===== src/rtl/pipeline_memory_access.sv =====
// MEM stage of the RV32 pipeline: issues loads/stores on the req/ack data bus,
// aligns load data and drives the registered MEM/WB bundle.
module pipeline_memory_access #(
    parameter int TIMEOUT_CYCLES = 16
) (
    input  logic        clk_i,
    input  logic        reset_i,
    input  logic        ex_valid_i,
    input  logic [31:0] alu_result_i,
    input  logic [31:0] store_data_i,
    input  logic        mem_read_i,
    input  logic        mem_write_i,
    input  logic [2:0]  funct3_i,
    input  logic [31:0] pcsrc_i,
    input  logic [31:0] offset_i,
    input  logic [1:0]  dmem_to_reg_i,
    input  logic [4:0]  rd_i,
    input  logic        reg_write_i,
    output logic        stall_o,
    output logic        dmem_req_o,
    output logic        dmem_we_o,
    output logic [31:0] dmem_addr_o,
    output logic [3:0]  dmem_be_o,
    output logic [31:0] dmem_wdata_o,
    input  logic        dmem_ack_i,
    input  logic [31:0] dmem_rdata_i,
    output logic        wb_valid_o,
    output logic [31:0] mem_data_read_o,
    output logic [31:0] alu_result_o,
    output logic [31:0] pcsrc_o,
    output logic [31:0] offset_o,
    output logic [1:0]  dmem_to_reg_o,
    output logic [4:0]  rd_o,
    output logic        reg_write_o,
    output logic        exc_misalign_o,
    output logic        bus_err_o
);

    localparam int TW = (TIMEOUT_CYCLES > 1) ? $clog2(TIMEOUT_CYCLES) : 1;

    typedef enum logic {IDLE, WAIT} state_t;

    state_t        state, next_state;
    logic [TW-1:0] timer;

    logic          is_memop, bad_access, load_ok, store_ok, misalign;
    logic          start_access, timed_out;
    logic [3:0]    store_be;
    logic [31:0]   store_wdata;
    logic [31:0]   shifted_rdata, load_data;

    logic          cap_is_load, cap_reg_write;
    logic [2:0]    cap_funct3;
    logic [1:0]    cap_off, cap_to_reg;
    logic [31:0]   cap_alu, cap_pcsrc, cap_offset;
    logic [4:0]    cap_rd;

    assign stall_o = (state == WAIT);

    // Decode the incoming access and pick the next FSM state.
    always_comb begin
        is_memop     = mem_read_i | mem_write_i;
        load_ok      = 1'b0;
        store_ok     = 1'b0;
        case (funct3_i)
            3'b000, 3'b001, 3'b010: begin load_ok = 1'b1; store_ok = 1'b1; end
            3'b100, 3'b101:         load_ok = 1'b1;
            default:                ;
        endcase
        misalign     = ((funct3_i[1:0] == 2'b01) && alu_result_i[0]) ||
                       ((funct3_i[1:0] == 2'b10) && (alu_result_i[1:0] != 2'b00));
        bad_access   = (mem_read_i & mem_write_i) | (mem_read_i & ~load_ok) |
                       (mem_write_i & ~store_ok) | misalign;
        start_access = (state == IDLE) && ex_valid_i && is_memop && !bad_access;
        timed_out    = (TIMEOUT_CYCLES != 0) && !dmem_ack_i &&
                       (timer == TW'(TIMEOUT_CYCLES - 1));
        next_state   = state;
        case (state)
            IDLE: if (start_access) next_state = WAIT;
            WAIT: if (dmem_ack_i || timed_out) next_state = IDLE;
            default: next_state = IDLE;
        endcase
    end

    // Byte lanes: stores replicate data across lanes, loads always read the full word.
    always_comb begin
        store_be    = 4'b1111;
        store_wdata = store_data_i;
        case (funct3_i[1:0])
            2'b00: begin
                store_be    = 4'b0001 << alu_result_i[1:0];
                store_wdata = {4{store_data_i[7:0]}};
            end
            2'b01: begin
                store_be    = 4'b0011 << alu_result_i[1:0];
                store_wdata = {2{store_data_i[15:0]}};
            end
            default: ;
        endcase
        if (!mem_write_i) store_be = 4'b1111;
    end

    always_comb begin
        shifted_rdata = dmem_rdata_i >> {cap_off, 3'b000};
        case (cap_funct3)
            3'b000:  load_data = {{24{shifted_rdata[7]}}, shifted_rdata[7:0]};
            3'b001:  load_data = {{16{shifted_rdata[15]}}, shifted_rdata[15:0]};
            3'b100:  load_data = {24'd0, shifted_rdata[7:0]};
            3'b101:  load_data = {16'd0, shifted_rdata[15:0]};
            default: load_data = dmem_rdata_i;
        endcase
    end

    always_ff @(posedge clk_i) begin
        if (reset_i) state <= IDLE;
        else         state <= next_state;
    end

    // Bus side and MEM/WB bundle; pulses default low every cycle.
    always_ff @(posedge clk_i) begin
        if (reset_i) begin
            timer           <= '0;
            dmem_req_o      <= 1'b0;
            dmem_we_o       <= 1'b0;
            dmem_addr_o     <= '0;
            dmem_be_o       <= '0;
            dmem_wdata_o    <= '0;
            wb_valid_o      <= 1'b0;
            mem_data_read_o <= '0;
            alu_result_o    <= '0;
            pcsrc_o         <= '0;
            offset_o        <= '0;
            dmem_to_reg_o   <= '0;
            rd_o            <= '0;
            reg_write_o     <= 1'b0;
            exc_misalign_o  <= 1'b0;
            bus_err_o       <= 1'b0;
            cap_is_load     <= 1'b0;
            cap_reg_write   <= 1'b0;
            cap_funct3      <= '0;
            cap_off         <= '0;
            cap_to_reg      <= '0;
            cap_alu         <= '0;
            cap_pcsrc       <= '0;
            cap_offset      <= '0;
            cap_rd          <= '0;
        end else begin
            wb_valid_o     <= 1'b0;
            exc_misalign_o <= 1'b0;
            bus_err_o      <= 1'b0;
            case (state)
                IDLE: begin
                    if (ex_valid_i && (!is_memop || bad_access)) begin
                        wb_valid_o      <= 1'b1;
                        mem_data_read_o <= '0;
                        alu_result_o    <= alu_result_i;
                        pcsrc_o         <= pcsrc_i;
                        offset_o        <= offset_i;
                        dmem_to_reg_o   <= dmem_to_reg_i;
                        rd_o            <= rd_i;
                        reg_write_o     <= reg_write_i & ~is_memop;
                        exc_misalign_o  <= is_memop;
                    end else if (start_access) begin
                        timer         <= '0;
                        dmem_req_o    <= 1'b1;
                        dmem_we_o     <= mem_write_i;
                        dmem_addr_o   <= {alu_result_i[31:2], 2'b00};
                        dmem_be_o     <= store_be;
                        dmem_wdata_o  <= store_wdata;
                        cap_is_load   <= mem_read_i;
                        cap_reg_write <= reg_write_i;
                        cap_funct3    <= funct3_i;
                        cap_off       <= alu_result_i[1:0];
                        cap_to_reg    <= dmem_to_reg_i;
                        cap_alu       <= alu_result_i;
                        cap_pcsrc     <= pcsrc_i;
                        cap_offset    <= offset_i;
                        cap_rd        <= rd_i;
                    end
                end
                WAIT: begin
                    if (dmem_ack_i || timed_out) begin
                        dmem_req_o      <= 1'b0;
                        wb_valid_o      <= 1'b1;
                        bus_err_o       <= ~dmem_ack_i;
                        mem_data_read_o <= (dmem_ack_i && cap_is_load) ? load_data : 32'd0;
                        reg_write_o     <= cap_reg_write & dmem_ack_i;
                        alu_result_o    <= cap_alu;
                        pcsrc_o         <= cap_pcsrc;
                        offset_o        <= cap_offset;
                        dmem_to_reg_o   <= cap_to_reg;
                        rd_o            <= cap_rd;
                    end else begin
                        timer <= timer + 1'b1;
                    end
                end
                default: ;
            endcase
        end
    end

endmodule


===== config.mk =====
export PLATFORM = sky130hd
export DESIGN_NAME = pipeline_memory_access
export DESIGN_NICKNAME = d
export VERILOG_FILES = /design/src/rtl/pipeline_memory_access.sv
export SDC_FILE = /design/constraint.sdc
export NUM_CORES = 1
export LEC_CHECK = 0
export BUFFER_PORTS_ARGS = -buffer_cell sky130_fd_sc_hd__buf_4
export CORE_MARGIN = 5
export CORE_UTILIZATION = 40
export CTS_BUF_LIST = sky130_fd_sc_hd__clkbuf_8
export CTS_CLUSTER_SIZE = 40
export DETAILED_ROUTE_END_ITERATION = 7
export GPL_TIMING_DRIVEN = 0
export PLACE_DENSITY = 0.71
export SYNTH_ARGS = -nofsm -noshare
export SYNTH_HDL_FRONTEND = slang
export SYNTH_SLANG_ARGS = --single-unit

===== constraint.sdc =====
create_clock -name clk_i -period 6.7 [get_ports clk_i]
set_input_delay 2.01 -clock clk_i [delete_from_list [all_inputs] [get_ports clk_i]]
set_output_delay 2.01 -clock clk_i [all_outputs]
set_load 0.01 [all_outputs]

==> summary.md, run 1 <==
| Metric | Value |
|---|---|
| Remaining Overflow, GRT | 0 |
| Synth Area per Inst | 9.078 µm² |
| Die width | 186.3 µm |
| Largest family of logic cells by synthesized area | compound AO/OA/AOI/OAI gates |
| CTS Sinks | 290 |
| Synth warn | 0 |
| MaxCap Viol Count | 0 |
| Synth Area in XOR/XNOR | 0.1409% |
| Worst r2r src | timer[0] |
| # setup viols final | 0 |
| Crit path max fanout | 10 |
| Number of DRC markers in iteration 0 | 622 |
| CTS Buf Count | 50 |
| Clock skew | 0.02028 ns |
| Max Clock Freq | 0.2497 GHz |
| Die Height | 186.3 µm |
| Leakage power | 6.918 nW |
| Clock slew at reported path FFs | 0.06 ns |
| Post-Route WL | 44540 µm |
| Simple-Gate Fraction of Synth Area | 14.90% |
| Worst setup EP type | flip-flop |
| Row count | 64 |
| Final Util | 55.12% |
| Synth Cell Area | 12430 µm² |
| First-pass GRT wire length | 65580 µm |
| Clock Tree Root | clkbuf_8 |
| Worst Path Arrival | 4.49 ns |
| Fin crit share | 59.76% |
| GRT Util Overall | 23.94% |
| P&R area growth vs syn | 36.02% |
| FF-to-FF End | pcsrc_o[31] |
| Effective utilization at floorplan | 40.52% |
| R2R cell count | 8 |
| Slew HR | 15.56% |
| Worst-Skew Late Latency | 0.57 ns |
| Synth Area in Compound Gates | 20.37% |
| Drt via density | 5.335 |
| Final HPWL DP | 33130 µm |
| Setup Buffers After CTS | 0 |
| Initial antenna violation count | 0 |
| Largest net degree at the start of global routing | 14 |
| Port-buffer cells | 381 |
| Setup Crit Path Kind | input pin to flip-flop |
| Sequential area share after synthesis | 46.71% |
| Min-Delay Path Class | flip-flop to flip-flop |
| H-tree levels | 2 |
| GPL Wtd Cong | 0.8653 |
| DRT antenna net count | 0 |
| Endpoints failing hold | 0 |
| DRC violations left | 0 |
| Hold_sp | cap_pcsrc[9] |
| Crit-path max cell delay | 0.68 ns |
| Post-synth EDFFs | 0 |
| Average wire per standard cell | 19.87 µm |
| Fin. max-slew vios | 0 |
| Synth Flop Type | dfxtp_1 |
| Synth Area in Adders | 0.1007% |
| CTS tree | yes |
| CP required | 7.18 ns |
| Most used cell along the critical path | clkbuf_1 |
| Full die area | 34700 µm² |
| Fin Setup TNS | 0 ns |
| Tmin final | 4.004 ns |
| Post-synth ARST share | 0% |
| IO Pins | 387 |
| Number of diodes | 0 |
| Status | completed |
| Worst path cell trace | buf_4 -> a31oi_1 -> nor2b_1 -> clkbuf_1 -> clkbuf_1 -> clkbuf_1 -> nor3_1 -> a211oi_2 |
| Crit-path slowest cell | clkbuf_1 |
| Maximum vdd drop | 0.1459 mV |
| Post-Synthesis Cells | 1369 |
| Reg-to-reg slack, setup | 3.66 ns |
| FF+latch count, synth | 290 |
| Cts repair resizes | 0 |
| Mux contribution to synthesized area | 10.74% |
| Layout cells sized above 1 | 32.63% |
| Hold path depth | 2 |
| RSZ-0062 raised after global routing | false |
| Hold buffers post-CTS | 0 |
| Power per Cell Area | 251.2 nW/µm² |
| Routed vias | 11960 |
| Crit start category | input pin |
| First-pass detailed-route iteration total | 5 |
| Yosys cell types | 50 |
| Clk buf depth | 3 |
| Worst slew pin tran | 1.249 ns |
| Vias in the first global route | 11570 |
| Worst hold endpoint | cap_pcsrc[9] |
| Final #Nets | 1981 |
| Core area | 30670 µm² |
[synthesized netlist by cell type (all sizes together) (7+ instances only)]
| cell | count | area (µm²) |
|---|---|---|
| inv | 15 | 56.30 |
| nor3 | 117 | 590.6 |
| o21ai | 16 | 80.08 |
| a221o | 30 | 300.3 |
| nor2 | 40 | 150.1 |
| nand2 | 241 | 904.6 |
| a211oi | 123 | 1174 |
| a21o | 7 | 52.55 |
| clkbuf | 73 | 274.0 |
| a22oi | 8 | 60.06 |
| dfxtp | 290 | 5806 |
| buf | 86 | 540.5 |
| mux2i | 130 | 1301 |
| a21oi | 136 | 680.7 |
[where the power goes]
part	internal (mW)	total [mW]	leakage [nW]	switching, mW
clock	0.986	1.73	0.629	0.748
sequential	1.81	1.87	2.37	0.0545
combinational	0.296	0.645	3.92	0.349
[layer usage]
| layer | GRT usage [%] | wire length (µm) | vias to the layer above |
|---|---|---|---|
| li1 | - | - | 5707 |
| met1 | 30.63 | 18310 | 5687 |
| met2 | 39.90 | 20900 | 462 |
| met3 | 5.659 | 3887 | 100 |
| met4 | 8.132 | 1441 | 0 |
| met5 | 0 | 0 | - |
[cells in the final DEF, fill, tap and decap left out, types with 3 or more instances in the layout]
master and count:
a211oi_1 73, a22oi_1 8, dfxtp_1 290, nor3b_1 3, nor2_1 40, o21ai_0 16, nor3_1 116, clkbuf_8 68
a21o_1 7, clkbuf_1 73, buf_2 45, nand3_1 4, buf_4 414, nor4_2 3, and2_1 3, nor2b_1 5
a211oi_2 50, o22ai_1 6, buf_1 3, nand2_1 241, a21oi_1 136, buf_6 5, a221o_1 30, clkinv_2 4
mux2i_1 130, a2bb2oi_1 6, inv_1 30
[how the worst max path moves through the flow]
stage / startpoint / end / slack, ns / depth (start not counted)
2_1_floorplan: alu_result_i[1] / cap_alu[1] / 3.13 / 9
3_3_place_gp: dmem_ack_i / rd_o[4] / 2.13 / 8
3_5_place_dp: dmem_ack_i / alu_result_o[28] / 2.16 / 8
4_1_cts: dmem_ack_i / pcsrc_o[31] / 2.77 / 8
5_1_grt: dmem_ack_i / offset_o[31] / 2.62 / 8
6_report: dmem_ack_i / pcsrc_o[31] / 2.70 / 8
[cell type report]
cell class                 count  area (µm²)
fill                        2829       13760
sequential                   290        5806
multi-input combinational    906        5762
timing repair buffer         381        2860
clock buffer                  68       935.9
buffer                       159       814.5
tap                          396       495.5
clock inverter                26       175.2
inverter                      15       56.30
[through the flow]
| step | hold slack [ns] | total power [mW] | cells | cell area, µm² | worst slack [ns] |
|---|---|---|---|---|---|
| 2_1_floorplan | 0.4360 | 2.222 | 1370 | 12430 | 3.133 |
| 3_3_place_gp | 0.4388 | 2.538 | 2147 | 15790 | 2.132 |
| 3_5_place_dp | 0.4461 | 2.550 | 2147 | 15790 | 2.163 |
| 4_1_cts | 0.4548 | 4.284 | 2241 | 16900 | 2.766 |
| 5_1_grt | 0.4734 | 4.424 | 2241 | 16910 | 2.618 |
| 6_report | 0.4528 | 4.247 | 2241 | 16910 | 2.696 |
[logic make-up after synthesis]
group	count (synthesis)
other cells	1
fa+ha+maj	1
xor+xnor	2
mux	132
buf+inv	174
compound gates	342
flops	290
simple gates	427
[worst max-delay path, delay by kind of cell]
kind                   cells  cell delay [ns]
AOI/OAI and AO/OA          2             0.31
buffers and inverters      4             1.88
and+or+nand+nor            2             0.26
Note: power is estimated with default switching activity, not from simulation.
==> run 2: changes to the inputs <==
--- a/config.mk
+++ b/config.mk
@@ -12,7 +12,7 @@
 export CTS_CLUSTER_SIZE = 40
 export DETAILED_ROUTE_END_ITERATION = 7
 export GPL_TIMING_DRIVEN = 0
-export PLACE_DENSITY = 0.71
+export PLACE_DENSITY = 0.73
 export SYNTH_ARGS = -nofsm -noshare
 export SYNTH_HDL_FRONTEND = slang
 export SYNTH_SLANG_ARGS = --single-unit
==> constraint.sdc (replaced) <==
create_clock -name clk_i -period 3.35 [get_ports clk_i]
set_input_delay 1.005 -clock clk_i [delete_from_list [all_inputs] [get_ports clk_i]]
set_output_delay 1.005 -clock clk_i [all_outputs]
set_load 0.01 [all_outputs]
==> run 2 against run 1 <==
Routed wire length rose by 0.32%. Largest cell class unchanged. Worst hold slack improved by 0.00060 ns. Largest power group unchanged. Critical endpoint is now offset_o[31]. Final area barely moved. Non-clock buffer count did not move. Clock skew fell by 0.0071 ns.
==> summary.md, run 2 (synthesis results as in run 1) <==
| Metric | Value |
|---|---|
| Status | completed |
| GPL Wtd Cong | 0.8720 |
| Setup Crit Path Kind | flip-flop to flip-flop |
| Most frequent cells in the layout | 414 x buf_4, 290 x dfxtp_1, 241 x nand2_1, 136 x a21oi_1, 130 x mux2i_1 |
| Post-Route WL | 44680 µm |
| Worst slew pin tran | 1.071 ns |
| Clock Tree Root | clkbuf_8 |
| Final #Nets | 1980 |
| RSZ-0062 raised after global routing | false |
| Slew HR | 27.60% |
| Worst setup EP type | flip-flop |
| DRT antenna net count | 0 |
| Crit path max fanout | 10 |
| CTS Buf Count | 49 |
| Largest net degree at the start of global routing | 14 |
| Full die area | 34700 µm² |
| Clock slew at reported path FFs | 0.06 ns |
| Die width | 186.3 µm |
| Hold buffers post-CTS | 0 |
| Initial antenna violation count | 1 |
| Final worst slack | 0.3510 ns |
| Setup WS pre-CTS | -0.1293 ns |
| Setup Buffers After CTS | 0 |
| Fin Setup TNS | 0 ns |
| Power per Cell Area | 502.0 nW/µm² |
| Leakage power | 6.895 nW |
| Fin crit share | 89.52% |
| Layout cells sized above 1 | 32.72% |
| Vias in the first global route | 11810 |
| Fillers | 2807 |
| Worst hold endpoint | cap_pcsrc[29] |
| P&R area growth vs syn | 35.95% |
| Core area | 30670 µm² |
| DRC violations left | 0 |
| Remaining Overflow, GRT | 0 |
| Hold_sp | cap_pcsrc[29] |
| Cts repair resizes | 0 |
| FF-to-FF End | offset_o[31] |
| Tmin final | 2.999 ns |
| CTS Sinks | 290 |
| CTS tree | yes |
| Worst r2r src | timer[0] |
| Die Height | 186.3 µm |
| CP required | 3.83 ns |
| Average wire per standard cell | 19.96 µm |
| H-tree levels | 2 |
| Hold path depth | 2 |
| Number of DRC markers in iteration 0 | 468 |
| IO Pins | 387 |
| Clock skew | 0.01319 ns |
| Clk buf depth | 3 |
| Maximum vdd drop | 0.2810 mV |
| Worst Hold Slack | 0.4534 ns |
| Commonest non-fill, non-tap cell in the layout | buf_4 |
| Row count | 64 |
| Final HPWL DP | 33450 µm |
| # setup viols final | 0 |
| Effective utilization at floorplan | 40.52% |
| GRT Util Overall | 24.31% |
| Crit start category | flip-flop |
| Drt via density | 5.352 |
| R2R cell count | 8 |
| Port-buffer cells | 381 |
| Endpoints failing hold | 0 |
| Placed Instances | 2147 |
| Min-Delay Path Class | flip-flop to flip-flop |
| Worst-Skew Late Latency | 0.57 ns |
| Reg-to-reg slack, setup | 0.35 ns |
| First-pass detailed-route iteration total | 5 |
| Fin. max-slew vios | 0 |
| Post-route insts no fill | 2238 |
| Routed vias | 11980 |
| MaxCap Viol Count | 0 |
| Worst Path Arrival | 3.48 ns |
| Max Clock Freq | 0.3334 GHz |
| First-pass GRT wire length | 66320 µm |
run 2: cell count changes in the layout (fill, tap and decap cells not counted), sizes merged:
cell / delta
clkbuf: +1
clkinv: -1
diode: +2
inv: -5
run 2: cell type report:
| class | count | area [µm²] | area share, % |
|---|---|---|---|
| Antenna cell | 2 | 5.005 | 0.02962 |
| Buffer | 159 | 814.5 | 4.821 |
| Clock buffer | 69 | 949.7 | 5.621 |
| Clock inverter | 20 | 147.6 | 0.8738 |
| Inverter | 15 | 56.30 | 0.3332 |
| Multi-Input combinational cell | 906 | 5762 | 34.10 |
| Sequential cell | 290 | 5806 | 34.36 |
| Tap cell | 396 | 495.5 | 2.932 |
| Timing Repair Buffer | 381 | 2860 | 16.93 |
run 2: how the worst max path moves through the flow:
stage,from,endpoint,slack [ns]
finish,timer[0],offset_o[31],0.35
floorplan,alu_result_i[1],cap_alu[1],0.79
detailed placement,dmem_ack_i,pcsrc_o[31],-0.13
global route,timer[0],pcsrc_o[31],0.17
global placement,dmem_ack_i,rd_o[4],-0.12
CTS,timer[0],pcsrc_o[31],0.41
run 2: critical path, cell delays in order (launching register included):
cell and delay, ns:
dfxtp_1 0.37, ha_1 0.18, a31oi_1 0.15, nor2b_1 0.15, clkbuf_1 0.46, clkbuf_1 0.62, clkbuf_1 0.62, nor3_1 0.14
a211oi_2 0.23
run 2: report_power, final:
part           internal [mW]  switching, mW  total [mW]  leakage, nW
combinational          0.593          0.700        1.29         3.92
clock                   1.98           1.47        3.45        0.605
sequential              3.63          0.110        3.74         2.37
total                   6.20           2.28        8.48         6.89
run 2: metrics by stage:
step	instance area (µm²)	power [mW]	utilization, %
4_1_cts	16880	8.546	55.05
3_5_place_dp	15790	5.101	51.48
2_1_floorplan	12430	4.445	-
3_3_place_gp	15790	5.075	51.48
6_report	16900	8.482	55.09
5_1_grt	16890	8.824	55.08
run 2: per-layer routing:
layer	GRT usage (%)	up-vias	share of wire (%)
li1	-	5718	-
met1	29.40	5675	40
met2	40.63	475	47
met3	6.884	110	9.1
met4	10.38	0	4.3
met5	0	-	0
==> run 3: changes to the inputs <==
--- a/config.mk
+++ b/config.mk
@@ -6,13 +6,15 @@
 export NUM_CORES = 1
 export LEC_CHECK = 0
 export BUFFER_PORTS_ARGS = -buffer_cell sky130_fd_sc_hd__buf_4
+export CELL_PAD_IN_SITES_DETAIL_PLACEMENT = 1
+export CELL_PAD_IN_SITES_GLOBAL_PLACEMENT = 1
 export CORE_MARGIN = 5
-export CORE_UTILIZATION = 40
+export CORE_UTILIZATION = 35
 export CTS_BUF_LIST = sky130_fd_sc_hd__clkbuf_8
 export CTS_CLUSTER_SIZE = 40
 export DETAILED_ROUTE_END_ITERATION = 7
 export GPL_TIMING_DRIVEN = 0
-export PLACE_DENSITY = 0.73
+export PLACE_DENSITY = 0.84
 export SYNTH_ARGS = -nofsm -noshare
 export SYNTH_HDL_FRONTEND = slang
 export SYNTH_SLANG_ARGS = --single-unit
==> run 3 against run 2 <==
Final area is essentially flat. Via count up 1.4%. First-iteration DRC count is 11% lower. Sequential share of layout area about the same. Non-clock buffer count stayed put. Highest routed layer unchanged. Count of clock-buffer cells in the layout is 4 lower. Clock skew up 0.011 ns. Register-to-register slack improved by 0.16 ns. Sequential power barely moved.
==> summary.md, run 3 (synthesis results as in run 1) <==
| Metric | Value |
|---|---|
| Average wire per standard cell | 21.68 µm |
| FF-to-FF End | pcsrc_o[2] |
| Worst hold endpoint | cap_pcsrc[11] |
| Initial antenna violation count | 0 |
| Finished layout cell area | 16880 µm² |
| Fin crit share | 84.84% |
| DRC violations left | 0 |
| Full die area | 39380 µm² |
| Clock slew at reported path FFs | 0.06 ns |
| Row count | 69 |
| Setup Buffers After CTS | 0 |
| # setup viols final | 0 |
| Cts repair resizes | 0 |
| Fin. max-slew vios | 0 |
| First-pass GRT wire length | 75450 µm |
| Final Util | 47.82% |
| Vias in the first global route | 13140 |
| Max Clock Freq | 0.3518 GHz |
| Placed Instances | 2212 |
| Die Height | 198.4 µm |
| Post-route insts no fill | 2298 |
| R2R cell count | 8 |
| Top delay family on crit path | buffers and inverters |
| GPL Wtd Cong | 0.9101 |
| Core area | 35310 µm² |
| Layout cells sized above 1 | 32.34% |
| Hold_sp | cap_pcsrc[11] |
| CTS Sinks | 290 |
| Worst path cell trace | ha_1 -> a31oi_1 -> nor2b_1 -> clkbuf_1 -> clkbuf_1 -> clkbuf_1 -> nor3_1 -> a211oi_2 |
| Post-Route WL | 49820 µm |
| Power per Cell Area | 494.7 nW/µm² |
| CP required | 3.83 ns |
| Slew HR | 19.47% |
| Largest net degree at the start of global routing | 14 |
| Worst setup EP type | flip-flop |
| Status | completed |
| Most used cell along the critical path | clkbuf_1 |
| Number of DRC markers in iteration 0 | 417 |
| CTS Buf Count | 52 |
| GRT Util Overall | 24.12% |
| H-tree levels | 2 |
| IO Pins | 387 |
| Crit-path max cell delay | 0.62 ns |
| Most frequent cells in the layout | 414 x buf_4, 290 x dfxtp_1, 241 x nand2_1, 136 x a21oi_1, 130 x mux2i_1 |
| Effective utilization at floorplan | 35.20% |
| Clock Tree Root | clkbuf_8 |
| Setup Crit Path Kind | flip-flop to flip-flop |
| Hold path depth | 2 |
| Drt via density | 5.288 |
| CP Buf/Inv Count | 3 |
| Hold buffers post-CTS | 0 |
| CTS tree | yes |
| Cell Area, Placed | 15880 µm² |
| Port-buffer cells | 381 |
| Maximum vdd drop | 0.2707 mV |
| Worst Path Arrival | 3.32 ns |
| Endpoints failing hold | 0 |
| Crit start category | flip-flop |
| Clk buf depth | 3 |
| Final HPWL DP | 37840 µm |
| Worst Hold Slack | 0.4552 ns |
| Worst-Skew Late Latency | 0.58 ns |
| Worst r2r src | timer[0] |
| Tmin final | 2.842 ns |
| Min-Delay Path Class | flip-flop to flip-flop |
| Crit-path slowest cell | clkbuf_1 |
| Number of diodes | 0 |
| Leakage power | 6.873 nW |
| Routed vias | 12150 |
| Remaining Overflow, GRT | 0 |
| Worst slew pin tran | 1.191 ns |
| MaxCap Viol Count | 0 |
| Clock skew | 0.02466 ns |
| Die width | 198.4 µm |
| Crit path max fanout | 10 |
| Commonest non-fill, non-tap cell in the layout | buf_4 |
| Reg-to-reg slack, setup | 0.51 ns |
| RSZ-0062 raised after global routing | false |
| First-pass detailed-route iteration total | 4 |
| DRT antenna net count | 0 |
| Fillers | 4161 |
| Final #Nets | 1983 |
| P&R area growth vs syn | 35.85% |
run 3: changes by cell type in the layout (fill, tap and decap cells not counted), sizes merged:
cell / previous run / this run
clkinvlp: 2 / 0
clkbuf: 142 / 138
bufinv: 2 / 1
inv: 27 / 32
diode: 2 / 0
clkinv: 4 / 3
run 3: worst max-delay path by stage:
stage / cells past startpoint / to / slack (ns) / from
after floorplan: 9 / cap_alu[1] / 0.79 / alu_result_i[1]
after global placement: 8 / reg_write_o / -0.08 / dmem_ack_i
after detailed placement: 8 / pcsrc_o[2] / -0.12 / dmem_ack_i
after CTS: 8 / offset_o[17] / 0.42 / timer[0]
after global routing: 8 / alu_result_o[21] / 0.23 / timer[0]
final: 8 / pcsrc_o[2] / 0.51 / timer[0]
run 3: power by group:
group          switching (mW)  internal (mW)
sequential              0.115           3.63
clock                    1.49           1.80
combinational           0.723          0.593
total                    2.33           6.02
run 3: area by class of cell:
type | instances | area [µm²] | area share (%)
well taps | 461 | 576.8 | 3.416
clock buffers | 65 | 894.6 | 5.299
plain buffers | 159 | 814.5 | 4.824
clock inverters | 21 | 113.9 | 0.6744
multi-input cells | 906 | 5762 | 34.13
flip-flops and latches | 290 | 5806 | 34.39
inverters | 15 | 56.30 | 0.3335
repair buffers | 381 | 2860 | 16.94
run 3: stage by stage:
| step | total power, mW | TNS [ns] | worst slack [ns] |
|---|---|---|---|
| final | 8.352 | 0 | 0.5078 |
| after floorplan | 4.445 | 0 | 0.7884 |
| after global placement | 5.080 | -2.791 | -0.08171 |
| after global routing | 8.710 | 0 | 0.2297 |
| after CTS | 8.426 | 0 | 0.4237 |
| after detailed placement | 5.134 | -4.541 | -0.1205 |
run 3: tightest hold or removal path, stage by stage, from the launching register on:
cell	delay (ns)
dfxtp_1	0.30
nand2_1	0.05
a21oi_1	0.05
run 3: metal layers:
metal / vias to the layer above / share of wire, % / wire length, µm / global-route usage (%)
li1: 5711 / - / - / -
met2: 389 / 49 / 24620 / 43.23
met3: 100 / 7.3 / 3641 / 6.013
met5: - / 0 / 0 / 0
met4: 0 / 3.1 / 1546 / 7.270
met1: 5951 / 40 / 20010 / 28.55
